--- config.mk ---
export PLATFORM = sky130hd
export DESIGN_NAME = spi_burst_fsm
export DESIGN_NICKNAME = d
export VERILOG_FILES = /design/src/rtl/spi_fsm_pkg.sv /design/src/rtl/spi_bit_counter.sv /design/src/rtl/spi_burst_fsm.sv
export SDC_FILE = /design/constraint.sdc
export NUM_CORES = 1
export LEC_CHECK = 0
export CELL_PAD_IN_SITES_DETAIL_PLACEMENT = 0
export CELL_PAD_IN_SITES_GLOBAL_PLACEMENT = 1
export CORE_UTILIZATION = 41
export CTS_CLUSTER_DIAMETER = 150
export DETAILED_ROUTE_END_ITERATION = 12
export GPL_TIMING_DRIVEN = 0
export PLACE_DENSITY = 0.88
export SYNTH_ARGS = -nofsm -noshare
export SYNTH_HDL_FRONTEND = slang
export SYNTH_SLANG_ARGS = --single-unit
--- constraint.sdc ---
create_clock -name clk -period 2.7 [get_ports clk]
set_input_delay 0.405 -clock clk [delete_from_list [all_inputs] [get_ports clk]]
set_output_delay 0.405 -clock clk [all_outputs]
set_load 0.05 [all_outputs]
--- src/rtl/spi_fsm_pkg.sv ---
// spi_fsm_pkg: state encoding, R/W bit meaning and counter sizing for the SPI burst FSM
package spi_fsm_pkg;
  typedef enum logic [3:0] {
    IDLE, GET_ADDR, GOT_ADDR, READ_LOAD, READ_SHIFT,
    ADDR_INC_R, WRITE_SHIFT, WRITE_COMMIT, ADDR_INC_W, DONE
  } state_t;
  localparam logic RW_READ = 1'b1;
  function automatic int cnt_width(int addr_w, int data_w);
    return $clog2((addr_w + 1 > data_w ? addr_w + 1 : data_w) + 1);
  endfunction
endpackage

--- src/rtl/spi_bit_counter.sv ---
// spi_bit_counter: clearable edge counter flagging the edge that reaches the terminal count
module spi_bit_counter #(
  parameter int W = 4
) (
  input  logic         clk,
  input  logic         reset,
  input  logic         clr,
  input  logic         en,
  input  logic [W-1:0] term,
  output logic         hit
);
  logic [W-1:0] count;
  always_ff @(posedge clk) begin
    if (reset || clr) count <= '0;
    else if (en) count <= count + W'(1);
  end
  // term is one below the target, so hit marks the edge that completes the field
  assign hit = en && count == term;
endmodule

--- src/rtl/spi_burst_fsm.sv ---
// spi_burst_fsm: SPI slave control FSM with address/R-W/data framing, burst and abort on CS release
module spi_burst_fsm
  import spi_fsm_pkg::*;
#(
  parameter int ADDR_W   = 7,
  parameter int DATA_W   = 8,
  parameter bit BURST_EN = 1'b1
) (
  input  logic clk,
  input  logic reset,
  input  logic clkedge,
  input  logic cs,
  input  logic sout,
  output logic ADDR_WE,
  output logic DM_WE,
  output logic BUF_WE,
  output logic SR_WE,
  output logic ADDR_INC,
  output logic busy
);
  localparam int CW = cnt_width(ADDR_W, DATA_W);
  state_t state, next;
  logic counting, hit;
  logic [CW-1:0] term;
  assign counting = state inside {GET_ADDR, READ_SHIFT, WRITE_SHIFT};
  assign term = state == GET_ADDR ? CW'(ADDR_W) : CW'(DATA_W - 1);
  spi_bit_counter #(.W(CW)) u_cnt (
    .clk  (clk),
    .reset(reset),
    .clr  (next != state),
    .en   (counting && clkedge),
    .term (term),
    .hit  (hit)
  );
  always_ff @(posedge clk) begin
    if (reset) state <= IDLE;
    else state <= next;
  end
  always_comb begin
    next = state;
    // a started commit always finishes its DM_WE pulse before honouring cs release
    if (cs && state != IDLE && state != WRITE_COMMIT) next = IDLE;
    else begin
      unique case (state)
        IDLE:         next = cs ? IDLE : GET_ADDR;
        GET_ADDR:     next = hit ? GOT_ADDR : GET_ADDR;
        GOT_ADDR:     next = sout == RW_READ ? READ_LOAD : WRITE_SHIFT;
        READ_LOAD:    next = READ_SHIFT;
        READ_SHIFT:   next = hit ? (BURST_EN ? ADDR_INC_R : DONE) : READ_SHIFT;
        ADDR_INC_R:   next = READ_LOAD;
        WRITE_SHIFT:  next = hit ? WRITE_COMMIT : WRITE_SHIFT;
        WRITE_COMMIT: next = cs ? IDLE : (BURST_EN ? ADDR_INC_W : DONE);
        ADDR_INC_W:   next = WRITE_SHIFT;
        DONE:         next = DONE;
        default:      next = IDLE;
      endcase
    end
  end
  always_comb begin
    ADDR_WE  = state == GOT_ADDR;
    DM_WE    = state == WRITE_COMMIT;
    SR_WE    = state == READ_LOAD;
    ADDR_INC = state == ADDR_INC_R || state == ADDR_INC_W;
    BUF_WE   = state == READ_SHIFT || state == ADDR_INC_R;
    busy     = state != IDLE;
  end
endmodule

==> metrics.md <==
| Metric | Value |
|---|---|
| Via count | `722` |
| Syn Std Cell Area | `around 740 sq um` |
| Largest net degree at the start of global routing | `11` |
| Port Buf Inserts | `10` |
| Gate Count Post-Synth | `96` |
| Slowest CP cell | `dlygate4sd2_1` |
| Share of cells above drive strength 1 | `0.183` |
| Fillers | `around 170` |
| Clock Skew | `between 1 and 1.5 ps` |
| Core Footprint | `roughly 1700 sq um` |
| RSZ-0062 raised after global routing | `false` |
| Launching element type of the critical path | `register` |
| Sw Share | `0.296` |
| CTS H-tree lvls | `1` |
| Layout overhead on the synthesized area | `20.6%` |
| Total congestion overflow | `0` |
| Power share of the combinational group | `0.217` |
| Post-Route M1 WL | `between 800 and 900 um` |
| Yosys reg bits | `8` |
| Pint | `between 150 and 200 uW` |
| Yosys cell types | `45` |
| Antenna Violating Nets Remaining | `0` |
| Final hold vios | `0` |
| I/O pin count | `11` |
| Final setup fails | `0` |
| CTS max path bufs | `2` |
| Dpl hpwl | `1270 um` |
| Pre-CTS setup slack | `149 ps` |
| Post-Route Setup TNS | `0 ps` |
| Wire length per cell after detailed routing | `~13 um` |
| Mapped Nets | `approximately 100` |
| Worst Hold Class | `reg2reg` |
| Starting DRT DRC Count | `29` |
| Max rail drop VDD | `217 uV` |
| Pwr Total | `approximately 280 uW` |
| Final GP Congestion | `0.884` |
| DRT Wirelength | `1700 um` |
| Crit-path max FO | `10` |
| Min cycle time layout | `2540 ps` |
| Synth Warn # | `0` |
| Leakage | `0.342 nW` |
| First-pass GRT wire length | `between 2000 and 3000 um` |
| Sequential fraction of the synthesis area | `0.216` |
| Reg-to-reg setup timing slack | `1010 ps` |
| Final Net Count | `approximately 120` |
| GRT Total Usage | `0.202` |
| Die Width | `between 40 and 50 um` |
| Crit path required time | `around 2300 ps` |
| Die area | `between 1500 and 2000 sq um` |
| TritonCTS buffer count | `3` |
| Highest routed metal layer | `met4` |
| Clk sinks | `8` |
| Final WS setup | `around 160 ps` |
| Clock transition at path regs | `around 60 ps` |
| Slew HR | `0.645` |
| Outcome | `completed` |
| Vias in the first global route | `between 600 and 700` |
| Met2 wire length | `708 um` |
| Sequential Power Share | `0.434` |
| Number of max-cap violations | `0` |
| Worst-margin pin slew | `around 530 ps` |
| Num rows | `15` |
| CTS tree | `built` |
| Chain of cells forming the critical path | `buf_2, buf_2, inv_2, or3_1, a21oi_1, dlygate4sd2_1` |
| Clock power share | `0.349` |
| Initial core utilization | `0.434` |
| Residual DRC | `0` |
| Initial antenna violation count | `0` |
| Worst path most repeated cell | `buf_2` |
| # hold bufs at CTS | `0` |
| Mean Syn Cell Area | `7.73 sq um` |
| Critical path arrival | `2140 ps` |
| Pre-antenna DRT Iters | `4` |
| Number of diodes | `0` |
| Tcrit/Tclk final | `0.943` |
| Pins over their slew limit | `0` |
| Clock Latency Late Sink | `between 200 and 300 ps` |
| CP max stage delay | `between 500 and 600 ps` |
| Setup crit end kind | `primary output` |
| DR vias/cell | `5.39` |
| Sw Pwr | `approximately 83 uW` |
| Die height | `44.5 um` |
| Crit Path Class | `reg2out` |
| WL met3 | `about 100 um` |
| Root Buffer | `clkbuf_4` |
| Setup bufs post-CTS | `0` |
| F_max | `~0.4 GHz` |
| Power per cell area | `312 nW/um^2` |
[layout by cell type, fill, tap and decap left out, drive strengths merged, types with 2 or more instances in the layout]
cell type and n:
o21ai 6, inv 4, or3 3, clkdlybuf4s50 9
nand2 5, nor2b 3, dfxtp 8, clkbuf 6
a211oi 2, nand3 2, xnor2 2, a21oi 5
mux2i 2, nand2b 2, nor2 13, and4b 2
nor3 8, o31ai 2, buf 5
[path summary, 6_finish.rpt]
path / start / endpoint / cells after the start
setup / recovery: state[0]$_SDFF_PP0_ / ADDR_INC / 6
hold / removal: state[0]$_SDFF_PP0_ / state[3]$_SDFF_PP0_ / 2
setup reg to reg: u_cnt.count[0]$_SDFFE_PP0P_ / u_cnt.count[2]$_SDFFE_PP0P_ / 6
hold reg to reg: state[0]$_SDFF_PP0_ / state[3]$_SDFF_PP0_ / 2
[cells by family after synthesis]
logic type / share of synthesized area
simple gates: 0.337
xor+xnor: 0.0354
mux: 0.0422
compound gates: 0.273
buf+inv: 0.0793
flops: 0.216
fa+ha+maj: 0.0169
[stage by stage]
step / instance area, sq um / utilization / hold slack [ps] / cells
global placement: 873 / 0.511 / 526 / 131
finish: 895 / 0.524 / 531 / 134
detailed placement: 873 / 0.511 / 522 / 131
floorplan: 742 / - / 476 / 96
CTS: 895 / 0.524 / 535 / 134
global route: 895 / 0.524 / 560 / 134
[power by group through the flow]
stage	Clock [mW]	Sequential (mW)	Combinational (mW)
floorplan	0	0.124	0.0428
global placement	0	0.124	0.0599
detailed placement	0	0.124	0.0601
CTS	0.101	0.121	0.0603
global route	0.107	0.121	0.0665
finish	0.0976	0.121	0.0606
[critical path: cells and delay by family (launching register included)]
| kind | cells | cell delay, ps |
|---|---|---|
| DFF | 1 | 320 |
| buffers and inverters | 4 | 1070 |
| AOI/OAI and AO/OA | 1 | 120 |
| and+or+nand+nor | 1 | 370 |
[sequential cells by signal, summed over array words and instances (netlist names)]
register	cells
state	4
u_cnt.count	4
[cell type report]
class / count / area, sq um / share of cell area
repair buffers: 10 / 98.8 / 0.110
multi-input cells: 76 / 523 / 0.585
plain buffers: 8 / 43.8 / 0.0490
inverters: 4 / 15.0 / 0.0168
well taps: 25 / 31.3 / 0.0350
flip-flops and latches: 8 / 160 / 0.179
clock buffers: 3 / 22.5 / 0.0252
[layer usage]
| layer | track usage | vias to the layer above |
|---|---|---|
| met1 | 0.311 | 319 |
| li1 | - | 376 |
| met2 | 0.256 | 22 |
| met3 | 0.0367 | 5 |
| met5 | 0 | - |
| met4 | 0.109 | 0 |
[synth_stat cells, drive strengths merged]
library cell	instances	area share
a21oi	5	0.034
or2	1	0.012
o211a	1	0.013
dfxtp	8	0.22
nand2b	2	0.017
ha	1	0.017
o31ai	2	0.039
xor2	1	0.012
mux2	1	0.015
a211oi	2	0.027
clkbuf	3	0.017
buf	5	0.042
o32ai	1	0.012
or3	3	0.032
nor3b	1	0.017
nor2b	3	0.025
o32a	1	0.013
and4b	2	0.027
and3b	1	0.012
nor2	13	0.076
and2	1	0.0084
nand2	5	0.025
nor3	8	0.054
a211o	1	0.012
inv	4	0.020
a221oi	1	0.020
and3	1	0.0084
o21ai	6	0.040
o2111a	1	0.015
mux2i	2	0.027
o21a	1	0.010
nand3	2	0.013
o21bai	1	0.015
a21boi	1	0.010
nand3b	1	0.010
xnor2	2	0.024
o311ai	1	0.012
[timing repair]
action                                  in CTS  in global routing
endpoints found under the hold margin        0                  0
endpoints found under the setup margin       1                  0
gates resized for setup                      1                  0
Note: power is estimated with default switching activity, not from simulation.
==> variant 1 (config.mk and constraints unchanged) <==
Change the parameter `DATA_W` from 8 to 6.
--- a/src/rtl/spi_burst_fsm.sv
+++ b/src/rtl/spi_burst_fsm.sv
@@ -3,7 +3,7 @@
   import spi_fsm_pkg::*;
 #(
   parameter int ADDR_W   = 7,
-  parameter int DATA_W   = 8,
+  parameter int DATA_W   = 6,
   parameter bit BURST_EN = 1'b1
 ) (
   input  logic clk,
Formal check against the unedited RTL: no difference found for any inputs over 10 cycles, from zero or initial values and one cycle with reset high; that may be too few to reach the edited logic, so the function may still have changed.
==> variant 1 against the original RTL <==
Via count down 3.0%; count of clock-buffer cells in the layout unchanged; sequential cell count unchanged; design area down 0.84%; largest cell class unchanged; sequential power up 3%; synthesized area down 1.0%; setup slack better by 0.012 ns; global-route usage up 2.1 points; critical path depth down 2; wire length up 2.2%; fmax up 0.48%; power about the same; worst hold slack worse by 0.011 ns.
==> variant 1: results (changes against the original RTL) <==
stage,metric,value,unit,change
pwr,Power Dens Cells,314.9,mW/mm²,was 312.2 mW/mm²
critical_path,FF-to-FF End,u_cnt.count[3],,was u_cnt.count[2]
yosys,"top cells by area, synth","dfxtp_1 (22%), nor2_1 (7.7%), nor2b_1 (4.3%)",,"was dfxtp_1 (22%), nor2_1 (6.1%), nor3_1 (5.4%)"
critical_path,CP startpoint,state[2],,was state[0]
grt,met2 usage,0.3588,,was 0.2559
critical_path,worst reg-to-reg path cell count,5,,was 6
placed_design,Setup WS pre-CTS,0.4340,ns,was 0.1489 ns
min_path,Hold WC Path Type,reg2reg,,unchanged
critical_path,R2R Setup Slk,1.12,ns,was 1.01 ns
timing,slew margin rel.,0.6681,,was 0.6448
detailed_routing,drt first-iter violations,5,,was 29
yosys,syn_area_per_cell,8.071,µm²,was 7.729 µm²
timing,Worst Skew,0.006666,ns,was 0.001196 ns
placed_design,dpl cell area,864.6,µm²,was 873.3 µm²
pwr,Sw Pwr,0.00007927,W,was 0.00008277 W
pwr,Power Clock,0.0000928,W,was 0.0000976 W
placed_design,Final Wtd Congestion,0.8355,,was 0.8841
detailed_routing,drt wl/cell,13.56,µm,was 12.68 µm
status,status,finished clean,,unchanged
clocking,CTS resizes,0,,was 1
grt,first-pass GRT wire length,3.111,mm,was 2.863 mm
yosys,syn nets,97,,was 102
placed_design,DP Cell Count,125,,was 131
grt,GRT met3 Usage,0.07347,,was 0.03673
detailed_routing,vias after detailed routing,700,,was 722
critical_path,Worst Setup EP,busy,,was ADDR_INC
yosys,Synth top cells by count,"nor2_1 (15), dfxtp_1 (8), a21oi_1 (6)",,"was nor2_1 (12), dfxtp_1 (8), nor3_1 (8)"
final_layout,fillcell total,161,,was 173
yosys,Cell variety after synth,42,,was 45
final_layout,Final #Nets,112,,was 117
grt,vias in the first global route,674,,was 603
final_layout,layout cells sized above 1,0.2115,,was 0.1835
detailed_routing,Vias/cell,5.469,,was 5.388
pwr,Max VDD drop,238.4,µV,was 217.2 µV
timing,Final Cycle Share,0.9381,,was 0.9426
placed_design,dpl hpwl,1.305,mm,was 1.273 mm
yosys,sequential area share after synthesis,0.2181,,was 0.2159
pwr,Lkg Pwr,0.3613,nW,was 0.3420 nW
clocking,Post-CTS Setup Inserts,0,,unchanged
## variant 1: cell count changes after synthesis, sizes merged, moves of 2 or more
cell / delta
o21ai: -2
a2111oi: +2
or3: -3
o22ai: +2
nor2: +2
nor2b: +2
o31ai: -2
nand2: -2
inv: -4
nor3: -4
xor2: +2
## variant 1: how the worst min path moves through the flow
stage | startpoint | endpoint | slack [ns] | cells after the start
global placement | u_cnt.count[3] | u_cnt.count[3] | 0.51 | 2
global route | u_cnt.count[3] | u_cnt.count[3] | 0.56 | 2
floorplan | u_cnt.count[3] | u_cnt.count[3] | 0.48 | 2
detailed placement | u_cnt.count[3] | u_cnt.count[3] | 0.52 | 2
CTS | u_cnt.count[3] | u_cnt.count[3] | 0.53 | 2
finish | u_cnt.count[3] | u_cnt.count[3] | 0.52 | 2
## variant 1: cell families after synthesis
group | after synthesis | share of synthesized area
buffers and inverters | 8 | 0.09881
AO/OA/AOI/OAI | 23 | 0.2351
adder cells (fa/ha/maj) | 1 | 0.01703
XOR/XNOR | 4 | 0.04771
multiplexers | 2 | 0.02726
flip-flops | 8 | 0.2181
AND/OR/NAND/NOR | 45 | 0.3561
## variant 1: worst max-delay path, cell delays in order, from the launching register on
cell and delay (ns):
dfxtp_1 0.36, buf_6 0.17, buf_2 0.17, or4_1 0.46, clkdlybuf4s50_1 0.71
## variant 1: final cells by class
cell class              count  area (µm²)  share of cell area
plain buffers               8       72.57             0.08181
clock buffers               3       22.52             0.02539
multi-input cells          75       501.7              0.5656
flip-flops and latches      8       160.2              0.1805
well taps                  24       30.03             0.03385
repair buffers             10       100.1              0.1128
## variant 1: metal layers
layer	wire, µm	vias up
met1	862	329
met3	54	4
met2	796	11
met4	22	0
li1	-	356
met5	0	-
==> variant 2 (same settings) <==
Made on the original files. Register the output `DM_WE`, cleared by the reset; this adds one clock of latency there. The other outputs are not delayed to match.
--- a/src/rtl/spi_burst_fsm.sv
+++ b/src/rtl/spi_burst_fsm.sv
@@ -19,6 +19,8 @@
   output logic busy
 );
   localparam int CW = cnt_width(ADDR_W, DATA_W);
+
+  logic DM_WE_d;
   state_t state, next;
   logic counting, hit;
   logic [CW-1:0] term;
@@ -58,11 +60,19 @@
   end
   always_comb begin
     ADDR_WE  = state == GOT_ADDR;
-    DM_WE    = state == WRITE_COMMIT;
+    DM_WE_d  = state == WRITE_COMMIT;
     SR_WE    = state == READ_LOAD;
     ADDR_INC = state == ADDR_INC_R || state == ADDR_INC_W;
     BUF_WE   = state == READ_SHIFT || state == ADDR_INC_R;
     busy     = state != IDLE;
   end
+  always_ff @(posedge clk) begin
+    if (reset) begin
+      DM_WE <= '0;
+    end else begin
+      DM_WE <= DM_WE_d;
+    end
+  end
+
 endmodule
 
Formal check against the unedited RTL: same outputs for any inputs over 10 cycles, from zero or initial values and one cycle with reset high; that may be too few to reach the edited logic, so the function may still have changed.
==> variant 2 against the original RTL <==
Non-clock buffer count down 1; synthesized area down 2.0%; wire length shrank 0.29%; clock power increased by 12%; sequential cell count grew 1; global-route usage is 0.84 points lower; cell count decreased by 9.7%; power increased by 18%; setup slack worse by 0.021 ns; design area fell by 2.9%; sequential share of layout area rose by 2.8 points; synthesized cell count fell by 4.2%; count of clock-buffer cells in the layout rose by 1; critical path type unchanged; critical endpoint is now ADDR_WE.
==> variant 2: results (changes against the original RTL) <==
stage,metric,value,unit,change
clocking,CTS resizes,0,,was 1
grt,M1 GR Usage,0.2714,,was 0.3113
grt,GRT Total Usage,0.1936,,was 0.2020
final_layout,final std cells w/o fill,121,,was 134
yosys,Compound-Gate Fraction of Synth Area,0.3098,,was 0.2732
final_layout,fillcell total,144,,was 173
pwr,Power Clock,0.000109,W,was 0.0000976 W
yosys,number of cells produced by synthesis,92,,was 96
final_layout,layout cells sized above 1,0.1143,,was 0.1835
yosys,syn nets,98,,was 102
yosys,Cell variety after synth,42,,was 45
grt,first-pass GRT wire length,2.753,mm,was 2.863 mm
placed_design,Port Buf Inserts,9,,was 10
detailed_routing,Vias/cell,6.264,,was 5.388
yosys,sequential area share after synthesis,0.2478,,was 0.2159
critical_path,WP data arrival,2.16,ns,was 2.14 ns
critical_path,max incr delay on CP,0.80,ns,was 0.54 ns
placed_design,dpl cell area,837.1,µm²,was 873.3 µm²
status,status,finished clean,,unchanged
placed_design,dpl hpwl,1.242,mm,was 1.273 mm
timing,Worst Skew,0.003365,ns,was 0.001196 ns
yosys,Synth top cells by count,"dfxtp_1 (9), nor2_1 (7), nand2_1 (6), nor3_1 (6), a211oi_1 (5)",,"was nor2_1 (12), dfxtp_1 (8), nor3_1 (8)"
yosys,area share of fa/ha/maj cells after synthesis,0.01721,,was 0.01686
detailed_routing,drt wl/cell,14.00,µm,was 12.68 µm
critical_path,Worst path slowest cell,clkdlybuf4s50_1,,was dlygate4sd2_1
placed_design,Final Wtd Congestion,0.8555,,was 0.8841
timing,slew margin rel.,0.6677,,was 0.6448
detailed_routing,drt first-iter violations,24,,was 29
grt,GRT met3 Usage,0.06939,,was 0.03673
detailed_routing,metal2 WL,726,µm,was 708 µm
[variant 2: cell count changes in the layout (fill, tap and decap cells not counted), moves of 3 or more]
cell      change
o21ai_1       -3
a211oi_1      +4
o211ai_1      +3
clkbuf_1      +3
nor2_1        -5
[variant 2: cell type report]
type	count	area, µm²	area share
tap	16	20.02	0.02305
sequential	9	180.2	0.2075
timing repair buffer	9	95.09	0.1095
buffer	8	43.79	0.05043
clock buffer	4	26.28	0.03026
inverter	2	7.507	0.008646
multi-input combinational	73	495.5	0.5706
[variant 2: worst paths after layout]
kind / startpoint / end / slack [ns] / depth (start not counted)
worst max-delay path: state[0] / ADDR_WE / 0.13 / 5
worst max register to register: state[0] / state[1] / 1.10 / 6
worst min-delay path: u_cnt.count[1] / u_cnt.count[1] / 0.56 / 2
worst min register to register: u_cnt.count[1] / u_cnt.count[1] / 0.56 / 2
